## src/rtl/alu_operand_stage_pkg.sv

```systemverilog
// Shared opcode encodings and operand-select decode for the execute-stage operand unit.
package alu_operand_stage_pkg;

  localparam int OPW_DEF = 6;

  localparam logic [OPW_DEF-1:0] OP_IROP  = 6'h00;
  localparam logic [OPW_DEF-1:0] OP_IJ    = 6'h02;
  localparam logic [OPW_DEF-1:0] OP_BEQ   = 6'h04;
  localparam logic [OPW_DEF-1:0] OP_BNE   = 6'h05;
  localparam logic [OPW_DEF-1:0] OP_ADDI  = 6'h08;
  localparam logic [OPW_DEF-1:0] OP_ADDIU = 6'h09;
  localparam logic [OPW_DEF-1:0] OP_ANDI  = 6'h0C;
  localparam logic [OPW_DEF-1:0] OP_ORI   = 6'h0D;

  typedef enum logic [1:0] {
    SEL_REG  = 2'd0,
    SEL_ZERO = 2'd1,
    SEL_IMM  = 2'd2
  } opnd_sel_e;

  // Anything not recognised as register/jump/branch is treated as an immediate op.
  function automatic opnd_sel_e sel_a(input logic [OPW_DEF-1:0] op);
    if (op == OP_IROP)    return SEL_REG;
    else if (op == OP_IJ) return SEL_ZERO;
    else                  return SEL_IMM;
  endfunction

  function automatic opnd_sel_e sel_b(input logic [OPW_DEF-1:0] op);
    if (op == OP_IROP || op == OP_BEQ || op == OP_BNE) return SEL_REG;
    else if (op == OP_IJ)                              return SEL_ZERO;
    else                                               return SEL_IMM;
  endfunction

endpackage

```

## src/rtl/alu_operand_stage_fwd_mux.sv

```systemverilog
// Priority forwarding mux: the lowest-index matching source wins; register 0 is never forwarded.
module operand_fwd_mux #(
  parameter int XLEN = 32,
  parameter int RIDX = 5,
  parameter int NFWD = 2
) (
  input  logic [RIDX-1:0]      src,
  input  logic [XLEN-1:0]      reg_val,
  input  logic [NFWD-1:0]      fwd_valid,
  input  logic [NFWD*RIDX-1:0] fwd_dst,
  input  logic [NFWD*XLEN-1:0] fwd_data,
  output logic [XLEN-1:0]      val
);

  // Walk from oldest to youngest so the youngest match overwrites.
  always_comb begin
    val = reg_val;
    for (int i = NFWD - 1; i >= 0; i--) begin
      if (fwd_valid[i] && (fwd_dst[i*RIDX +: RIDX] == src) && (src != '0)) begin
        val = fwd_data[i*XLEN +: XLEN];
      end
    end
  end

endmodule

```

## src/rtl/alu_operand_stage.sv

```systemverilog
// Execute-stage operand unit: forwarding, operand select, and an output register
// backed by a one-entry skid buffer under a valid/ready handshake.
module alu_operand_stage
  import alu_operand_stage_pkg::*;
#(
  parameter int XLEN = 32,
  parameter int OPW  = 6,
  parameter int RIDX = 5,
  parameter int NFWD = 2
) (
  input  logic                 clk,
  input  logic                 rst,
  input  logic                 flush,
  input  logic                 in_valid,
  output logic                 in_ready,
  input  logic [OPW-1:0]       E_op,
  input  logic [XLEN-1:0]      E_valA,
  input  logic [XLEN-1:0]      E_valB,
  input  logic [XLEN-1:0]      E_valC,
  input  logic [RIDX-1:0]      E_srcA,
  input  logic [RIDX-1:0]      E_srcB,
  input  logic [NFWD-1:0]      fwd_valid,
  input  logic [NFWD*RIDX-1:0] fwd_dst,
  input  logic [NFWD*XLEN-1:0] fwd_data,
  output logic                 out_valid,
  input  logic                 out_ready,
  output logic [XLEN-1:0]      e_aluA,
  output logic [XLEN-1:0]      e_aluB,
  output logic [OPW-1:0]       e_op
);

  logic [XLEN-1:0]    fwd_a, fwd_b, new_a, new_b;
  logic [OPW_DEF-1:0] op_dec;
  logic               skid_valid;
  logic [XLEN-1:0]    skid_a, skid_b;
  logic [OPW-1:0]     skid_op;
  logic               accept, out_move;

  operand_fwd_mux #(.XLEN(XLEN), .RIDX(RIDX), .NFWD(NFWD)) u_fwd_a (
    .src(E_srcA), .reg_val(E_valA), .fwd_valid(fwd_valid),
    .fwd_dst(fwd_dst), .fwd_data(fwd_data), .val(fwd_a)
  );

  operand_fwd_mux #(.XLEN(XLEN), .RIDX(RIDX), .NFWD(NFWD)) u_fwd_b (
    .src(E_srcB), .reg_val(E_valB), .fwd_valid(fwd_valid),
    .fwd_dst(fwd_dst), .fwd_data(fwd_data), .val(fwd_b)
  );

  always_comb begin
    op_dec = OPW_DEF'(E_op);
    new_a  = E_valC;
    new_b  = E_valC;
    case (sel_a(op_dec))
      SEL_REG:  new_a = fwd_a;
      SEL_ZERO: new_a = '0;
      default:  new_a = E_valC;
    endcase
    case (sel_b(op_dec))
      SEL_REG:  new_b = fwd_b;
      SEL_ZERO: new_b = '0;
      default:  new_b = E_valC;
    endcase
  end

  assign in_ready = !skid_valid;
  assign accept   = in_valid && in_ready;
  assign out_move = !out_valid || out_ready;

  // A pending skid entry always drains before new input; in_ready is low then, so no accept races it.
  always_ff @(posedge clk) begin
    if (rst) begin
      out_valid  <= 1'b0;
      skid_valid <= 1'b0;
      e_aluA     <= '0;
      e_aluB     <= '0;
      e_op       <= '0;
      skid_a     <= '0;
      skid_b     <= '0;
      skid_op    <= '0;
    end else if (flush) begin
      out_valid  <= 1'b0;
      skid_valid <= 1'b0;
    end else if (out_move) begin
      if (skid_valid) begin
        e_aluA     <= skid_a;
        e_aluB     <= skid_b;
        e_op       <= skid_op;
        out_valid  <= 1'b1;
        skid_valid <= 1'b0;
      end else if (accept) begin
        e_aluA    <= new_a;
        e_aluB    <= new_b;
        e_op      <= E_op;
        out_valid <= 1'b1;
      end else begin
        out_valid <= 1'b0;
      end
    end else if (accept) begin
      skid_a     <= new_a;
      skid_b     <= new_b;
      skid_op    <= E_op;
      skid_valid <= 1'b1;
    end
  end

endmodule

```

## config.mk

```make
export PLATFORM = sky130hd
export DESIGN_NAME = alu_operand_stage
export DESIGN_NICKNAME = d
export VERILOG_FILES = /design/src/rtl/alu_operand_stage_pkg.sv /design/src/rtl/alu_operand_stage_fwd_mux.sv /design/src/rtl/alu_operand_stage.sv
export SDC_FILE = /design/constraint.sdc
export NUM_CORES = 1
export LEC_CHECK = 0
export BUFFER_PORTS_ARGS = -buffer_cell sky130_fd_sc_hd__buf_2
export CAP_MARGIN = 20
export CORE_ASPECT_RATIO = 0.8
export CORE_MARGIN = 4
export CORE_UTILIZATION = 40
export CTS_CLUSTER_DIAMETER = 100
export DETAILED_ROUTE_END_ITERATION = 6
export PLACE_DENSITY = 0.73
export SETUP_SLACK_MARGIN = 0.02
export SYNTH_ARGS = -nofsm -noshare
export SYNTH_HDL_FRONTEND = slang
export SYNTH_SLANG_ARGS = --single-unit
```

## constraint.sdc

```tcl
create_clock -name clk -period 2.9 [get_ports clk]
set_input_delay 0.58 -clock clk [delete_from_list [all_inputs] [get_ports clk]]
set_output_delay 0.58 -clock clk [all_outputs]
set_load 0.05 [all_outputs]
```

==> impl_results.md, run 1 <==
* Initial core utilization at 40.55%
* Worst Skew at 0.008700 ns
* Hold Buf Count CTS at 0
* Clk Latency, worst-skew pair at 0.42 ns
* Max_slew headroom at 23.57%
* CTS Root Cell: clkbuf_16
* PortBufs at 264
* Required time of the critical path at 3.24 ns
* Largest net degree at the start of global routing at 79
* CP Max Fanout at 31
* Area of the multi-input gates at 5917 um2
* CTS H-tree lvls at 4
* # resized after CTS at 0
* GRT met3 Usage at 10.37%
* Met1 global-route usage at 39.65%
* Setup Fix Bufs, Post-CTS at 0
* Worst Path Arrival at 2.73 ns
* Register Area at 2844 um2
* Core Area at 23,400 um2
* CTS tree: built
* Number of CTS-inserted buffers at 17
* Final #Nets at 1,648
* FF-to-FF Start: out_valid$_SDFFE_PP0P_
* Clock Sinks at 142
* Fmax at 418.4 MHz
* Post-Syn Nets at 1,471
* Worst slew pin tran at 1.142 ns
* Worst-path clk slew at 0.06 ns
* # fillers at 2,331
* Tmin final at 2.390 ns
* First-pass GRT wire length at 64,170 um
* Maximum clock path buffer count at 2
* Distinct cells, synth at 49
* Top Ports at 265
* Routed length per instance at 23.25 um
* Vias per std cell at 6.696
* Fraction of layout instances using a drive strength above 1 at 23.79%
* Main flop type after synthesis: dfxtp_1
* Hold depth at 2
* Setup TNS at 0 ns
* Vias in the first global route at 11,559
* Mapped cell area at 9488 um2
* Die area at 26,260 um2
* Die Ht at 145.8 um
* RSZ-0062 raised after global routing: false
* Power per cell area at 466.6 nW/um2
* Final HPWL DP at 26,820 um
* Synth-to-layout area growth at 23.66%
* Post-synthesis sequential area ratio at 29.96%
* Total global routing overflow at 0
* Final max-slew violation count at 0
* Critical R2R Capture: skid_a[4]$_SDFFE_PP0P_
* Final Total Pwr at 0.005475 W
* Period utilization at 82.41%
* Asr flop ratio synth at 0%
* Status: finished with violations
* FP Rows at 50
* DRT Pass-1 Iters at 7
* GRT Resource Usage Total at 29.84%
* Setup Viol. Count Final at 0
* Met2 global-route usage at 43.99%
* Setup crit start kind: primary input
* Via count at 11,926
* Gpl congestion at 0.8978
* Post-Syn Area per Cell at 7.424 um2
* Post-synth EDFFs at 0
* Top Usage Layer GRT: met2
* FF-to-FF setup slack at 0.52 ns
* Failing checks: design-rule violations
* Initial DRC Count at 1,856
* VDD IR-drop max at 0.2753 mV
* Hold EP: out_valid$_SDFFE_PP0P_
* Hold Fails Final Rpt at 0
* Hold_sp: flush
* Worst R2R Path Depth at 7
* Static leakage at 4.296 nW
* CP endpoint kind: flop
* Critical path class: in2reg
* Worst Hold Class: in2reg
* Maxcap violations at 0
* WL final at 41,400 um
* Final antenna-violating net count at 0
* Die width at 180.2 um
* Cells after synthesis at 1,278
* FF+latch count, synth at 142
* Synth warnings at 0
* Initial antenna violation count at 5
* Residual DRC at 3
-- worst max-delay path: stages --
cell	delay (ns)
buf_2	0.12
or3_1	0.44
nor3_1	0.25
and4bb_2	0.91
a221oi_1	0.20
a21oi_1	0.21
-- per-layer routing --
| layer | wire, um | vias to the layer above |
|---|---|---|
| met4 | 1442 | 6 |
| met1 | 16300 | 5562 |
| li1 | - | 5278 |
| met5 | 29 | - |
| met2 | 17610 | 951 |
| met3 | 6023 | 129 |
-- flip-flops by register name, indices dropped and copies added (netlist names) --
name,flops
e_op,6
skid_op,6
skid_b,32
e_aluB,32
e_aluA,32
out_valid,1
skid_a,32
skid_valid,1
-- worst max-delay path by stage --
stage                           start                      end  slack, ns  cells past startpoint
4_1_cts                     E_srcA[0]  skid_a[20]$_SDFFE_PP0P_       0.55                      6
6_report                      E_op[5]  skid_a[20]$_SDFFE_PP0P_       0.51                      6
3_5_place_dp                E_srcA[0]  skid_a[20]$_SDFFE_PP0P_       0.09                      6
2_1_floorplan               E_srcA[0]  e_aluA[23]$_SDFFE_PP0P_       0.48                      7
3_3_place_gp                E_srcA[0]  e_aluA[31]$_SDFFE_PP0P_       0.22                      7
5_1_grt        out_valid$_SDFFE_PP0P_   skid_a[4]$_SDFFE_PP0P_       0.36                      7
-- power by group --
part	total, W	internal (W)	switching, W
Sequential	0.00204	0.00201	0.0000344
Combinational	0.00120	0.000380	0.000819
Clock	0.00223	0.00133	0.000898
Total	0.00547	0.00372	0.00175
-- cells in the mapped netlist, types with 33 or more instances --
| cell | number | share of area [%] |
|---|---|---|
| and4_1 | 33 | 3.0 |
| o21ai_0 | 64 | 3.4 |
| inv_1 | 64 | 2.5 |
| nor3_1 | 34 | 1.8 |
| nor2_1 | 111 | 4.4 |
| o21ai_1 | 62 | 3.3 |
| nand2_1 | 82 | 3.2 |
| o31a_1 | 33 | 3.0 |
| a311oi_1 | 33 | 3.0 |
| clkbuf_1 | 118 | 4.7 |
| nor4_1 | 64 | 4.2 |
| a31oi_1 | 33 | 2.2 |
| dfxtp_1 | 142 | 30 |
| and2_1 | 34 | 2.2 |
| a21oi_1 | 68 | 3.6 |
-- logic make-up after synthesis --
logic type	share of synthesized area, %
buf+inv	8.585
mux	0.6330
compound gates	33.68
xor+xnor	1.662
flops	29.96
simple gates	25.48
-- layout by cell type, fill, tap and decap left out, types with 3 or more instances in the layout --
| cell type | n |
|---|---|
| a211oi_1 | 7 |
| a21oi_1 | 68 |
| a221oi_1 | 31 |
| a311oi_1 | 33 |
| a31oi_1 | 33 |
| a32o_1 | 31 |
| and2_1 | 33 |
| and4_1 | 33 |
| buf_12 | 14 |
| buf_2 | 264 |
| buf_4 | 20 |
| clkbuf_16 | 17 |
| clkbuf_8 | 3 |
| clkinvlp_4 | 3 |
| dfxtp_1 | 141 |
| inv_1 | 63 |
| mux2i_1 | 6 |
| nand2_1 | 81 |
| nor2_1 | 109 |
| nor3_1 | 34 |
| nor4_1 | 64 |
| nor4b_1 | 32 |
| o211ai_1 | 32 |
| o21ai_0 | 64 |
| o21ai_1 | 61 |
| o22ai_1 | 32 |
| o31a_1 | 33 |
| o41ai_1 | 32 |
| or3_1 | 32 |
| xnor2_1 | 15 |
| xor2_1 | 3 |
-- stage by stage --
stage	area (um2)	instances	hold WS, ns	setup slack [ns]	util [%]
2_1_floorplan	9488	1278	0.4360	0.4819	-
3_3_place_gp	11140	1748	0.4335	0.2198	47.63
3_5_place_dp	11140	1748	0.4333	0.09318	47.63
4_1_cts	11730	1779	0.3712	0.5485	50.12
5_1_grt	11730	1781	0.3797	0.3640	50.14
6_report	11730	1781	0.3914	0.5102	50.14
-- layout make-up --
| class | count | area share (%) |
|---|---|---|
| clock buffers | 22 | 4.042 |
| diodes | 2 | 0.04266 |
| clock inverters | 9 | 0.9385 |
| well taps | 312 | 3.327 |
| repair buffers | 298 | 14.93 |
| multi-input cells | 932 | 50.43 |
| flip-flops and latches | 142 | 24.24 |
| inverters | 64 | 2.048 |
Note: power is estimated with default switching activity, not from simulation.
==> run 2: changes to the inputs <==
- PLACE_DENSITY: 0.73 -> 0.75
- clock period: 2.9 -> 2 ns (I/O delays scaled with it)
==> impl_results.md, run 2 (synthesis gave the netlist of run 1 again) <==
* Register Area at 2848 um2 (was 2844 um2)
* Hold_sp: flush (unchanged)
* Most frequent cells in the layout: 260 x buf_2, 140 x dfxtp_1, 135 x buf_4 (was 264 x buf_2, 141 x dfxtp_1, 109 x nor2_1)
* Residual DRC at 1 (was 3)
* CTS Root Cell: clkbuf_16 (unchanged)
* Final max-slew violation count at 0 (unchanged)
* GRT Resource Usage Total at 30.69% (was 29.84%)
* Worst-path clk slew at 0.06 ns (about the same)
* Synth-to-layout area growth at 47.62% (was 23.66%)
* Crit path cell chain: nor2_1, or4_2, buf_12, o41ai_1 (was buf_2, or3_1, nor3_1, and4bb_2, a221oi_1, a21oi_1)
* Gpl congestion at 0.8735 (was 0.8978)
* Largest net degree at the start of global routing at 53 (was 79)
* RSZ-0062 raised after global routing: true (was false)
* PortBufs at 264 (unchanged)
* WL final at 44,790 um (was 41,400 um)
* Hold EP: skid_valid$_SDFFE_PP0P_ (was out_valid$_SDFFE_PP0P_)
* Initial core utilization at 40.55% (unchanged)
* Hold Buf Count CTS at 0 (unchanged)
* GRT met3 Usage at 8.496% (was 10.37%)
* Initial DRC Count at 1,836 (was 1,856)
* Worst R2R Path Depth at 4 (was 7)
* Worst Skew at 0.01121 ns (was 0.008700 ns)
* Levels on crit path at 4 (was 6)
* CTS H-tree lvls at 4 (unchanged)
* Die area at 26,260 um2 (unchanged)
* Maxcap violations at 0 (unchanged)
* Die Ht at 145.8 um (unchanged)
* Total global routing overflow at 0 (unchanged)
* Initial antenna violation count at 7 (was 5)
* Fraction of layout instances using a drive strength above 1 at 36.77% (was 23.79%)
* Final HPWL DP at 29,580 um (was 26,820 um)
* Core Area at 23,400 um2 (unchanged)
* Max_slew headroom at 52.96% (was 23.57%)
* Hold depth at 3 (was 2)
* Tmin final at 2.018 ns
* Placed instance count at 1,886 (was 1,748)
* Clk Latency, worst-skew pair at 0.43 ns (was 0.42 ns)
* Period utilization at 100.9%
* FF-to-FF Start: skid_valid$_SDFFE_PP0P_ (was out_valid$_SDFFE_PP0P_)
* Final #Nets at 1,802 (was 1,648)
* Met1 global-route usage at 41.49% (was 39.65%)
* Dpl ws at -0.4615 ns (was 0.09318 ns)
* Final antenna-violating net count at 0 (unchanged)
* Slowest cell delay on critical path at 0.62 ns (was 0.91 ns)
* Setup crit start kind: flop (was primary input)
* Required time of the critical path at 2.31 ns (was 3.24 ns)
* WP buf/inv at 1 (unchanged)
* Maximum clock path buffer count at 2 (unchanged)
* Number of CTS-inserted buffers at 17 (unchanged)
* Fmax at 495.6 MHz
* Setup TNS at -0.01792 ns (was 0 ns)
* Top Ports at 265 (unchanged)
* FF-to-FF setup slack at -0.02 ns (was 0.52 ns)
* FP Rows at 50 (unchanged)
* Final worst slack at -0.01792 ns (was 0.5102 ns)
* Clock Sinks at 142 (unchanged)
* Area of the multi-input gates at 6451 um2 (was 5917 um2)
* Critical R2R Capture: e_aluB[24]$_SDFFE_PP0P_ (was skid_a[4]$_SDFFE_PP0P_)
* Critical path class: reg2reg (was in2reg)
* Die width at 180.2 um (unchanged)
* CP Max Fanout at 45 (was 31)
* VDD IR-drop max at 0.5327 mV (was 0.2753 mV)
* Worst Path Arrival at 2.33 ns (was 2.73 ns)
* Vias in the first global route at 11,988 (was 11,559)
* Worst Hold Class: in2reg (unchanged)
* Top Usage Layer GRT: met2 (unchanged)
* Static leakage at 5.436 nW (was 4.296 nW)
* First-pass GRT wire length at 66,040 um (was 64,170 um)
* Failing checks: design-rule violations, negative setup slack (was design-rule violations)
* Routed length per instance at 23.14 um (was 23.25 um)
* Worst path slowest cell: or4_2 (was and4bb_2)
* Worst slew pin tran at 0.7056 ns (was 1.142 ns)
* DRT Pass-1 Iters at 7 (unchanged)
* # fillers at 2,097 (was 2,331)
* Setup Viol. Count Final at 1 (was 0)
* Via count at 12,681 (was 11,926)
* Most common cell after layout, fill and taps aside: buf_2 (unchanged)
* Hold Fails Final Rpt at 0 (unchanged)
* Power per cell area at 620.3 nW/um2 (was 466.6 nW/um2)
* Number of standard cells in the final layout excluding fillers at 1,936 (was 1,781)
* CTS tree: built (unchanged)
* Status: finished with violations (unchanged)
* CP endpoint kind: flop (unchanged)
* CP delay by family, top: simple AND/OR/NAND/NOR gates (unchanged)
* Vias per std cell at 6.550 (was 6.696)
* Met2 global-route usage at 45.62% (was 43.99%)
-- run 2: worst reg2reg max path, stage by stage, from the launching register on --
cell	delay [ns]
dfxtp_4	0.45
nor2_1	0.11
or4_2	0.62
buf_12	0.22
o41ai_1	0.50
-- run 2: area by class of cell --
cell class,instances,area share [%]
diodes,3,0.05360
clock buffers,21,3.287
clock inverters,10,1.161
inverters,64,1.715
multi-input cells,933,46.06
flip-flops and latches,142,20.33
well taps,312,2.787
repair buffers,451,24.60
-- run 2: how the worst max path moves through the flow --
| stage | start | endpoint | slack [ns] |
|---|---|---|---|
| floorplan | E_srcA[0] | e_aluA[23]$_SDFFE_PP0P_ | -0.17 |
| global placement | E_op[5] | e_aluA[7]$_SDFFE_PP0P_ | -0.44 |
| detailed placement | E_op[5] | skid_b[9]$_SDFFE_PP0P_ | -0.46 |
| CTS | E_op[5] | skid_b[9]$_SDFFE_PP0P_ | 0.006 |
| global route | skid_valid$_SDFFE_PP0P_ | e_aluB[27]$_SDFFE_PP0P_ | -0.07 |
| finish | skid_valid$_SDFFE_PP0P_ | e_aluB[24]$_SDFFE_PP0P_ | -0.02 |
-- run 2: per-layer routing --
metal	vias to the layer above	wire [um]
met3	176	5935
li1	5597	-
met2	1062	19350
met1	5838	17600
met4	8	1848
met5	-	48
-- run 2: where the power goes --
part | total, W | switching [W] | leakage, nW | internal (W)
Sequential | 0.00297 | 0.0000572 | 1.15 | 0.00291
Combinational | 0.00222 | 0.00132 | 3.98 | 0.000895
Clock | 0.00350 | 0.00135 | 0.299 | 0.00215
-- run 2: timing repair --
action,4_1_cts,5_1_grt
resized for setup,4,31
pin swaps,1,37
gates cloned,2,7
buffers inserted,2,5
setup endpoints to repair,21,97
-- run 2: stage by stage --
step                      instance area (um2)  total power (W)  utilization [%]  hold WS [ns]
after floorplan                         10100         0.004117                -        0.4360
after global placement                  12910         0.005011            55.17        0.4338
after detailed placement                12910         0.005043            55.17        0.4333
after CTS                               13630         0.008548            58.26        0.2383
after global routing                    14010         0.008915            59.86        0.2531
final                                   14010         0.008688            59.86        0.2490
